File: src/rtl/mem_bus_arbiter.sv
// Byte-wide memory bus arbiter between the core and an external master.
// The external master is granted only at instruction boundaries, and the core is stalled while it owns the bus.
module mem_bus_arbiter #(
  parameter int unsigned AW        = 16,
  parameter int unsigned DW        = 8,
  parameter int unsigned MAX_BURST = 16
) (
  input  logic          clk,
  input  logic          reset,
  input  logic [AW-1:0] cpu_addr,
  input  logic [DW-1:0] cpu_wdata,
  input  logic          cpu_rd,
  input  logic          cpu_wr,
  input  logic          cpu_boundary,
  output logic [DW-1:0] cpu_rdata,
  output logic          cpu_stall,
  input  logic          ext_req,
  input  logic [AW-1:0] ext_addr,
  input  logic [DW-1:0] ext_wdata,
  input  logic          ext_rd,
  input  logic          ext_wr,
  output logic          ext_gnt,
  output logic [DW-1:0] ext_rdata,
  output logic          ext_rvalid,
  output logic [AW-1:0] mem_addr,
  output logic [DW-1:0] mem_wdata,
  output logic          mem_rd,
  output logic          mem_wr,
  input  logic [DW-1:0] mem_rdata
);

  localparam int unsigned CW = 8;
  localparam logic [CW-1:0] CNT_LAST = CW'(MAX_BURST - 1);

  localparam logic [1:0] S_CORE = 2'd0;
  localparam logic [1:0] S_EXT  = 2'd1;
  localparam logic [1:0] S_REL  = 2'd2;

  logic [1:0]    r_state;
  logic [CW-1:0] r_burst_cnt;
  logic          r_cpu_stall;
  logic          r_ext_gnt;
  logic          r_ext_rvalid;
  logic [DW-1:0] r_ext_rdata;

  logic [1:0]    w_state_nxt;
  logic [CW-1:0] w_cnt_nxt;
  logic          w_stall_nxt;
  logic          w_gnt_nxt;
  logic          w_rvalid_nxt;
  logic [DW-1:0] w_rdata_nxt;

  // State and registered outputs
  always_ff @(posedge clk or posedge reset) begin
    if (reset) begin
      r_state      <= S_CORE;
      r_burst_cnt  <= '0;
      r_cpu_stall  <= 1'b0;
      r_ext_gnt    <= 1'b0;
      r_ext_rvalid <= 1'b0;
      r_ext_rdata  <= '0;
    end else begin
      r_state      <= w_state_nxt;
      r_burst_cnt  <= w_cnt_nxt;
      r_cpu_stall  <= w_stall_nxt;
      r_ext_gnt    <= w_gnt_nxt;
      r_ext_rvalid <= w_rvalid_nxt;
      r_ext_rdata  <= w_rdata_nxt;
    end
  end

  // Next state, burst counting and bus steering
  always_comb begin
    w_state_nxt  = r_state;
    w_cnt_nxt    = r_burst_cnt;
    w_rvalid_nxt = 1'b0;
    w_rdata_nxt  = r_ext_rdata;
    mem_addr     = cpu_addr;
    mem_wdata    = cpu_wdata;
    mem_rd       = cpu_rd;
    mem_wr       = cpu_wr;
    case (r_state)
      S_CORE: begin
        if (ext_req && cpu_boundary && !r_cpu_stall) begin
          w_state_nxt = S_EXT;
          w_cnt_nxt   = '0;
        end
      end
      S_EXT: begin
        mem_addr  = ext_addr;
        mem_wdata = ext_wdata;
        mem_rd    = ext_rd && !ext_wr;
        mem_wr    = ext_wr;
        w_cnt_nxt = r_burst_cnt + CW'(1);
        if (ext_rd && !ext_wr) begin
          w_rvalid_nxt = 1'b1;
          w_rdata_nxt  = mem_rdata;
        end
        // The access in the exit cycle still completes
        if (!ext_req || (r_burst_cnt == CNT_LAST)) begin
          w_state_nxt = S_REL;
        end
      end
      S_REL: begin
        mem_rd      = 1'b0;
        mem_wr      = 1'b0;
        w_state_nxt = S_CORE;
      end
      default: begin
        mem_rd      = 1'b0;
        mem_wr      = 1'b0;
        w_state_nxt = S_CORE;
      end
    endcase
    w_gnt_nxt   = (w_state_nxt == S_EXT);
    w_stall_nxt = (w_state_nxt != S_CORE);
  end

  assign cpu_rdata  = mem_rdata;
  assign cpu_stall  = r_cpu_stall;
  assign ext_gnt    = r_ext_gnt;
  assign ext_rvalid = r_ext_rvalid;
  assign ext_rdata  = r_ext_rdata;

endmodule

File: config.mk
export PLATFORM = sky130hd
export DESIGN_NAME = mem_bus_arbiter
export DESIGN_NICKNAME = d
export VERILOG_FILES = /design/src/rtl/mem_bus_arbiter.sv
export SDC_FILE = /design/constraint.sdc
export NUM_CORES = 1
export LEC_CHECK = 0
export ABC_AREA = 1
export CAP_MARGIN = 20
export CORE_ASPECT_RATIO = 1.25
export CORE_MARGIN = 8
export CORE_UTILIZATION = 33
export CTS_CLUSTER_SIZE = 8
export DETAILED_ROUTE_END_ITERATION = 10
export GPL_TIMING_DRIVEN = 0
export PLACE_DENSITY = 0.82
export SETUP_SLACK_MARGIN = 0.5
export SLEW_MARGIN = 20
export SYNTH_ARGS = -nofsm -noshare
export SYNTH_HDL_FRONTEND = slang
export SYNTH_SLANG_ARGS = --single-unit
File: constraint.sdc
create_clock -name clk -period 1.4 [get_ports clk]
set_input_delay 0.28 -clock clk [delete_from_list [all_inputs] [get_ports clk]]
set_output_delay 0.28 -clock clk [all_outputs]
set_load 0.01 [all_outputs]
* Word-level counts from Yosys, hierarchy flattened
Cells that the tools add are included.
** Storage, ports and cells
- RAM bits :: 0
- Flip-flop bits (word level) :: 21
- Output and inout port bits :: 45
- Memories kept :: 0
- Logic and storage cells :: 34
- ROM bits :: 0
- Input port bits :: 64
- Bits in latches :: 0
** Operators by class
- Bitwise operators :: 0
- Divide/modulo/power cells :: 0
- $lt $le $gt $ge :: 0
- $add $sub $neg :: 1
- Shifts and indexed selects :: 0
- Multipliers :: 0
- Reduce and logical (&&, ||, !) cells :: 12
- Multiplexer cells :: 11
- Eq/ne operators :: 4
** Operator list (count)
- 16-bit 2-to-1 mux :: 1
- 8-bit 2-to-1 mux :: 2
- 8-bit one-hot mux with 2 select lines :: 1
- 8-bit by 1-bit adder with 8-bit output, second input constant :: 1
- 8-bit by 4-bit == test with 1-bit output, second input constant :: 1
- 2-bit by 1-bit == test with 1-bit output, second input constant :: 2
- 2-bit 2-to-1 mux :: 2
- 1-bit one-hot mux with 2 select lines :: 2
- 2-bit one-hot mux with 2 select lines :: 1
- 2-bit AND reduction :: 2
- 2-bit nonzero test :: 2
- 1-bit logical AND :: 3
- 1-bit zero test :: 3
- 2-bit zero test :: 1
- 1-bit 2-to-1 mux :: 2
- 2-bit inequality test, second input constant :: 1
- 1-bit logical OR :: 1

* Logic depth before layout (Yosys ltp)
Gate-level depths: netlist of run 1.
- Depth after elaboration :: 5
- Mapped depth :: 8
- Gate-level depth less buffers :: 8

* Least setup slack after synthesis of run 1
OpenSTA, ideal clock, no wires.
- Path type :: register to output
- Start point :: register r_state[1]
- End point :: output mem_wr
- Required time :: 1120 ps
- Path buffers :: 1
- Cell stages (with the launch flop) :: 5
- Slack :: 196 ps
- Arrival time :: 924 ps
- Path through :: dfrtp_1 -> inv_1 -> nand2_2 -> buf_4 -> o21ai_0
** On the way
- Longest elaborated chain between the ends :: 2
- Elaborated cells on any way between the ends :: 3
- Classes of those cells :: eq/ne (1); mux (1); reduce/logical (1)
** RTL lines
- start: declaration :: RTL line 39 : logic [1:0] r_state;
- start signal: assignment :: RTL line 63 : r_state <= w_state_nxt;
- 2-bit by 1-bit == test with 1-bit output / 2-bit zero test (equally long branches) :: RTL line 82 : case (r_state)
- 1-bit one-hot mux with 2 select lines (*) :: RTL line 82
- end: declaration :: RTL line 28 : output logic mem_wr,
Mark *: on every way between the ends. The rest lies on a longest branch, timed or not.

* Worst setup path after layout of run 1
- Start point :: register r_state[1]
- End point :: output mem_wdata[3]
** On the way
- Longest elaborated chain between the ends :: 2
** RTL lines
- 2-bit by 1-bit == test with 1-bit output :: RTL line 82
- 8-bit 2-to-1 mux :: RTL line 82
- end: declaration :: RTL line 26 : output logic [DW-1:0] mem_wdata,
Every way passes these cells.

==> results of run 1 <==
## repair_timing
action                     CTS  global route
setup endpoints to repair   87            62
setup buffers               15            11
gates resized for setup    303            36
cloned                       2             0
pin swaps                   11             6
## stage by stage
| stage | worst slack, ns | instance area, um2 | cells | hold WS [ns] | util, % |
|---|---|---|---|---|---|
| 2_1_floorplan | 0.248 | 1420 | 201 | 0.257 | - |
| 3_3_place_gp | -0.473 | 2570 | 365 | 0.462 | 64.8 |
| 3_5_place_dp | -0.484 | 2570 | 365 | 0.466 | 64.8 |
| 4_1_cts | -0.202 | 2890 | 386 | 0.237 | 72.7 |
| 5_1_grt | -0.255 | 3130 | 397 | 0.219 | 78.8 |
| 6_report | -0.200 | 3130 | 397 | 0.209 | 78.8 |
## synthesized netlist by cell type
| cell type | number |
|---|---|
| nand2_2 | 2 |
| nand3b_1 | 1 |
| nand3_4 | 1 |
| buf_4 | 9 |
| ha_1 | 1 |
| nand4_1 | 1 |
| dfrtp_1 | 21 |
| and2_1 | 1 |
| o21bai_1 | 1 |
| buf_2 | 2 |
| a21oi_1 | 5 |
| buf_6 | 3 |
| inv_2 | 2 |
| nor2_1 | 8 |
| nand2_1 | 120 |
| nand2_4 | 1 |
| nand3_1 | 6 |
| o21ai_0 | 4 |
| clkinv_2 | 1 |
| nor3_1 | 1 |
| inv_1 | 10 |
## state kept, by name (all words and copies together), names as in the netlist
signal / flops
cpu_stall: 1
ext_gnt: 1
ext_rdata: 8
ext_rvalid: 1
r_burst_cnt: 8
r_state: 2
## worst paths after layout
kind | from | end | slack [ns] | cells past startpoint
max | r_state[1] | mem_wdata[3] | -0.20 | 7
min | mem_rdata[1] | ext_rdata[1] | 0.21 | 3
max reg2reg | r_state[0] | r_burst_cnt[0] | -0.04 | 8
min reg2reg | ext_rdata[3] | ext_rdata[3] | 0.49 | 2
max in group asynchronous | reset | r_burst_cnt[7] | 0.75 | 2
min in group asynchronous | reset | ext_rdata[7] | 0.38 | 2
## worst max-delay path: stages (launching register included)
cell     delay (ns)
dfrtp_1        0.39
inv_2          0.07
nand2_4        0.07
buf_8          0.15
buf_8          0.14
nand2_1        0.07
nand2_2        0.04
buf_2          0.13
## layer usage
metal  vias up  GRT usage (%)
met5         -              0
met4         0           6.02
met3        15           6.68
met2       102           32.3
met1       812           18.1
li1        882              -
## power groups by stage
stage          sequential [mW]  combinational [mW]  clock [mW]
5_1_grt                   1.03                3.67       0.420
3_3_place_gp             0.971                2.47           0
4_1_cts                  0.973                2.93       0.395
3_5_place_dp             0.977                2.51           0
6_report                  1.01                3.40       0.387
2_1_floorplan             1.02                1.18           0
## cells by family after synthesis
group | after synthesis | synth area share, %
AND/OR/NAND/NOR | 142 | 43.4
AO/OA/AOI/OAI | 10 | 3.95
adder cells (fa/ha/maj) | 1 | 0.941
buffers and inverters | 27 | 12.1
flip-flops | 21 | 39.5
## final cells by class
cell class	count	area, um2	area share [%]
repair buffers	135	1330	42.5
multi-input cells	153	892	28.5
flip-flops and latches	21	526	16.8
plain buffers	14	178	5.68
inverters	13	70.1	2.24
well taps	56	70.1	2.24
clock buffers	4	45.0	1.44
repair inverters	1	16.3	0.520
## placed cells by master, fill, tap and decap left out, types with 4 or more instances in the layout
cell type        netlist  routed
nor2_1                 8       5
buf_2                  2      11
inv_1                 10       8
dfrtp_1               21      21
buf_4                  9      21
nand2_1              120      60
nand2_4                1       4
nand2_2                2      59
clkdlybuf4s50_1        0      55
buf_6                  3      56
==> out/metrics.cfg, run 1 <==
[sta]
fin_tns_setup_ns = -4.61
finalCriticalPeriod_ns = 1.60
setup_viol = 31
hold_viol = 0
tightest_slew_ns = 0.457
worst_slack_ns = -0.200
finClkSkew_ns = 0.000856
rsz0062_at_grt = yes
max-slew-margin-rel_pct = 69.5
drv_slew = 0
post-route-period-util_pct = 114
fmax_ghz = 0.625

[power]
p_comb_share_pct = 70.9
ir_drop_uv = 944
switchingPower_mw = 1.94
p_sw_share_pct = 40.5
pwr-share-seq_pct = 21.0
p_leak_nw = 1.56
p_int_mw = 2.86
design_power_total_mw = 4.80
p_per_area_nw_per_um2 = 1540
p_clk_share_pct = 8.1

[routing]
wl_per_cell_um = 15.7
drc = 0
dr_wl_met3_um = 665
via_count = 1811
drt_iter0_drc = 39
routed_via_density = 4.56
antenna_left = 0
first_pass_iters = 4
finalWirelength_um = 6220
wl_met1_um = 2320
wl_met2_um = 3050
routed.top_layer = met4

[cells_and_area]
drive_gt1_share_pct = 52.5
fillerInstances = 282
antennaDiodeCount = 0
fin_nets = 407
syn_to_final_growth_pct = 135

[cts]
clockBufferDepth = 2
cts_made_buffers = 3
holdBufCountCts = 0
cts_tree = yes
clock-root-buffer = clkbuf_8
insertion_delay_ns = 0.26
cts_sinks = 21
htree_num_levels = 1
path_clk_slew_ns = 0.07

[synthesis]
yosysSeqAreaShare_pct = 39.5
ys_ff_latch = 21
syn_inst = 201
synth_area_um2 = 1330
ys_types = 21
syn_avg_cell_area_um2 = 6.61
synthTopCellsByArea = dfrtp_1 (40%), nand2_1 (34%), buf_4 (5.1%)
syn-num-nets = 266
yosysWarnings = 0
synth_top_area_cell = dfrtp_1
yosys.area.top_type_share_pct = 39.5

[setup_path]
startpoint_type = register
cp-end-kind = output port
crit_type = reg -> out
critPathMaxFanout = 10
critPathArrivalTime_ns = 1.32
required_ns = 1.12

[global_route]
grt_max_degree = 22
overflow = 0
grt_first_pass_wirelength_um = 8880
grt_pass1_vias = 1870
grt_use_total_pct = 17.8
antenna_found_initial = 0

[floorplan]
initial_core_util_pct = 33.5
io_pins = 109
rows = 26
die_y_um = 86.9
die_w_um = 72.8
die_area_um2 = 6330
core_um2 = 3970

[min_path]
min_path_type = in -> reg

[run_status]
status = finished with violations
violations = setup timing

[job]
drv_cap = 0

[placement]
place_hpwl_um = 4240
io_buffers = 108
gp_congestion = 0.834

(Power assumes the default switching activity.)
==> run 2, diff against run 1 <==
Settings changed: ABC_CLOCK_PERIOD_IN_PS set to 1400, GPL_ROUTABILITY_DRIVEN set to 0.
==> results of run 2 <==
No change in the layout: final DEF, timing and power equal those of run 1.
==> run 3, diff against run 2 <==
Settings changed: SETUP_SLACK_MARGIN 0.5 to 0.4.
==> run 3 against run 2 <==
Effect of this change: the flow still finishes with violations (setup timing); power grew 0.30%; clock skew grew 0.0013 ns; worst setup slack lost 0.0017 ns; critical path type unchanged; highest routed layer unchanged.
==> out/metrics.cfg, run 3 (same netlist as run 1, synthesis figures left out) <==
[global_route]
grt_max_degree = 22
grt-busiest-layer = met2
use_met1_pct = 20.4
grt_first_pass_wirelength_um = 9130
grtUsageMet2_pct = 31.6
use_met3_pct = 6.45
antenna_found_initial = 0
overflow = 0
grt_use_total_pct = 18.1
grt_pass1_vias = 1878

[placement]
io_buffers = 108
place_ws_ns = -0.482
place_hpwl_um = 4390

[sta]
tightest_slew_ns = 0.439
hold_viol = 0
rsz0062_at_grt = yes
post-route-period-util_pct = 114
max-slew-margin-rel_pct = 70.7
worst_slack_ns = -0.202
fin_tns_setup_ns = -4.85
fmax_ghz = 0.624
finalCriticalPeriod_ns = 1.60
drv_slew = 0
finClkSkew_ns = 0.00213
setup_viol = 26
holdWs_ns = 0.236

[power]
design_power_total_mw = 4.82
p_leak_nw = 1.55
ir_drop_uv = 957
p_per_area_nw_per_um2 = 1560

[routing]
antenna_left = 0
wl_per_cell_um = 15.5
drt_iter0_drc = 38
finalWirelength_um = 6020
via_count = 1804
first_pass_iters = 4
drc = 0
routed_via_density = 4.64

[min_path]
min_path_type = in -> reg
min_path_cells = 3

[setup_path]
required_ns = 1.12
path_buf_inv = 4
rr_worst_depth = 8
crit_type = reg -> out
critPathMaxStageDelay_ns = 0.40
critPathArrivalTime_ns = 1.32
cp-end-kind = output port
crit_family = buffers and inverters
critPathMaxFanout = 7
cp_slowest_cell = dfrtp_1
startpoint_type = register
crit_path_cell_trace = inv_2 -> nand2_4 -> buf_8 -> buf_6 -> nand2_2 -> nand2_2 -> buf_6
cp.depth = 7

[cts]
clock-root-buffer = clkbuf_8
cts_made_buffers = 3
path_clk_slew_ns = 0.07
cts_sinks = 21
cts_tree = yes
clockBufferDepth = 2
htree_num_levels = 1
insertion_delay_ns = 0.25

[floorplan]
initial_core_util_pct = 33.5
rows = 26
die_area_um2 = 6330
io_pins = 109
die_y_um = 86.9
core_um2 = 3970
die_w_um = 72.8

[cells_and_area]
fillerInstances = 251
final_common_cell = nand2_1
drive_gt1_share_pct = 51.1
antennaDiodeCount = 0
syn_to_final_growth_pct = 132
mostFrequentLayoutCells = nand2_1 (62), clkdlybuf4s50_1 (55), buf_6 (48)
finalCoreUtilization_pct = 77.8
fin_nets = 399

[run_status]
violations = setup timing
status = finished with violations

[job]
drv_cap = 0

run 3: cell types whose count changed in the layout (fill, tap and decap cells not counted), moves of 2 or more:
cell,change
nand2_2,-12
nand2_4,+10
buf_6,-8
buf_2,-7
clkbuf_2,+6
clkdlybuf4s15_1,+2
nand2_1,+2
run 3: final timing paths:
check	start	to	slack, ns
max in group asynchronous	reset	r_state[0]	0.72
min in group asynchronous	reset	ext_rdata[5]	0.39
hold reg to reg	ext_rdata[4]	ext_rdata[4]	0.49
hold / removal	mem_rdata[2]	ext_rdata[2]	0.24
setup reg to reg	r_state[0]	r_burst_cnt[6]	0.11
setup / recovery	r_state[1]	mem_wdata[5]	-0.20
run 3: worst min-delay path, stage by stage:
cell      delay, ns
clkbuf_2       0.09
nand2_1        0.05
nand2_1        0.04
run 3: report_power, final:
group	internal (mW)	leakage (nW)	switching, mW
clock network	0.202	0.0228	0.177
logic	1.82	1.25	1.59
registers	0.825	0.272	0.204
run 3: final cells by class:
| class | count | area [um2] | area share, % |
|---|---|---|---|
| repair buffers | 128 | 1300 | 42.0 |
| multi-input cells | 153 | 945 | 30.6 |
| flip-flops and latches | 21 | 527 | 17.1 |
| plain buffers | 14 | 135 | 4.38 |
| inverters | 13 | 70.1 | 2.27 |
| well taps | 56 | 70.1 | 2.27 |
| clock buffers | 4 | 45.0 | 1.46 |
run 3: timing repair:
action / 4_1_cts / 5_1_grt
hold buffers: 0 / 0
buffers inserted: 9 / 8
pin swaps: 6 / 11
setup endpoints to repair: 66 / 85
cloned: 3 / 0
resized for setup: 278 / 50
run 3: metal layers:
layer,wire [um],part of all wire (%),vias to the layer above
met1,2440,41,832
met3,615,10,4
met2,2930,49,97
li1,-,-,871
met4,25,0.42,0
met5,0,0,-
run 3: stage by stage:
stage               instances  area (um2)
floorplan                 201        1410
global placement          365        2560
detailed placement        365        2560
CTS                       381        2890
global route              389        3090
finish                    389        3090
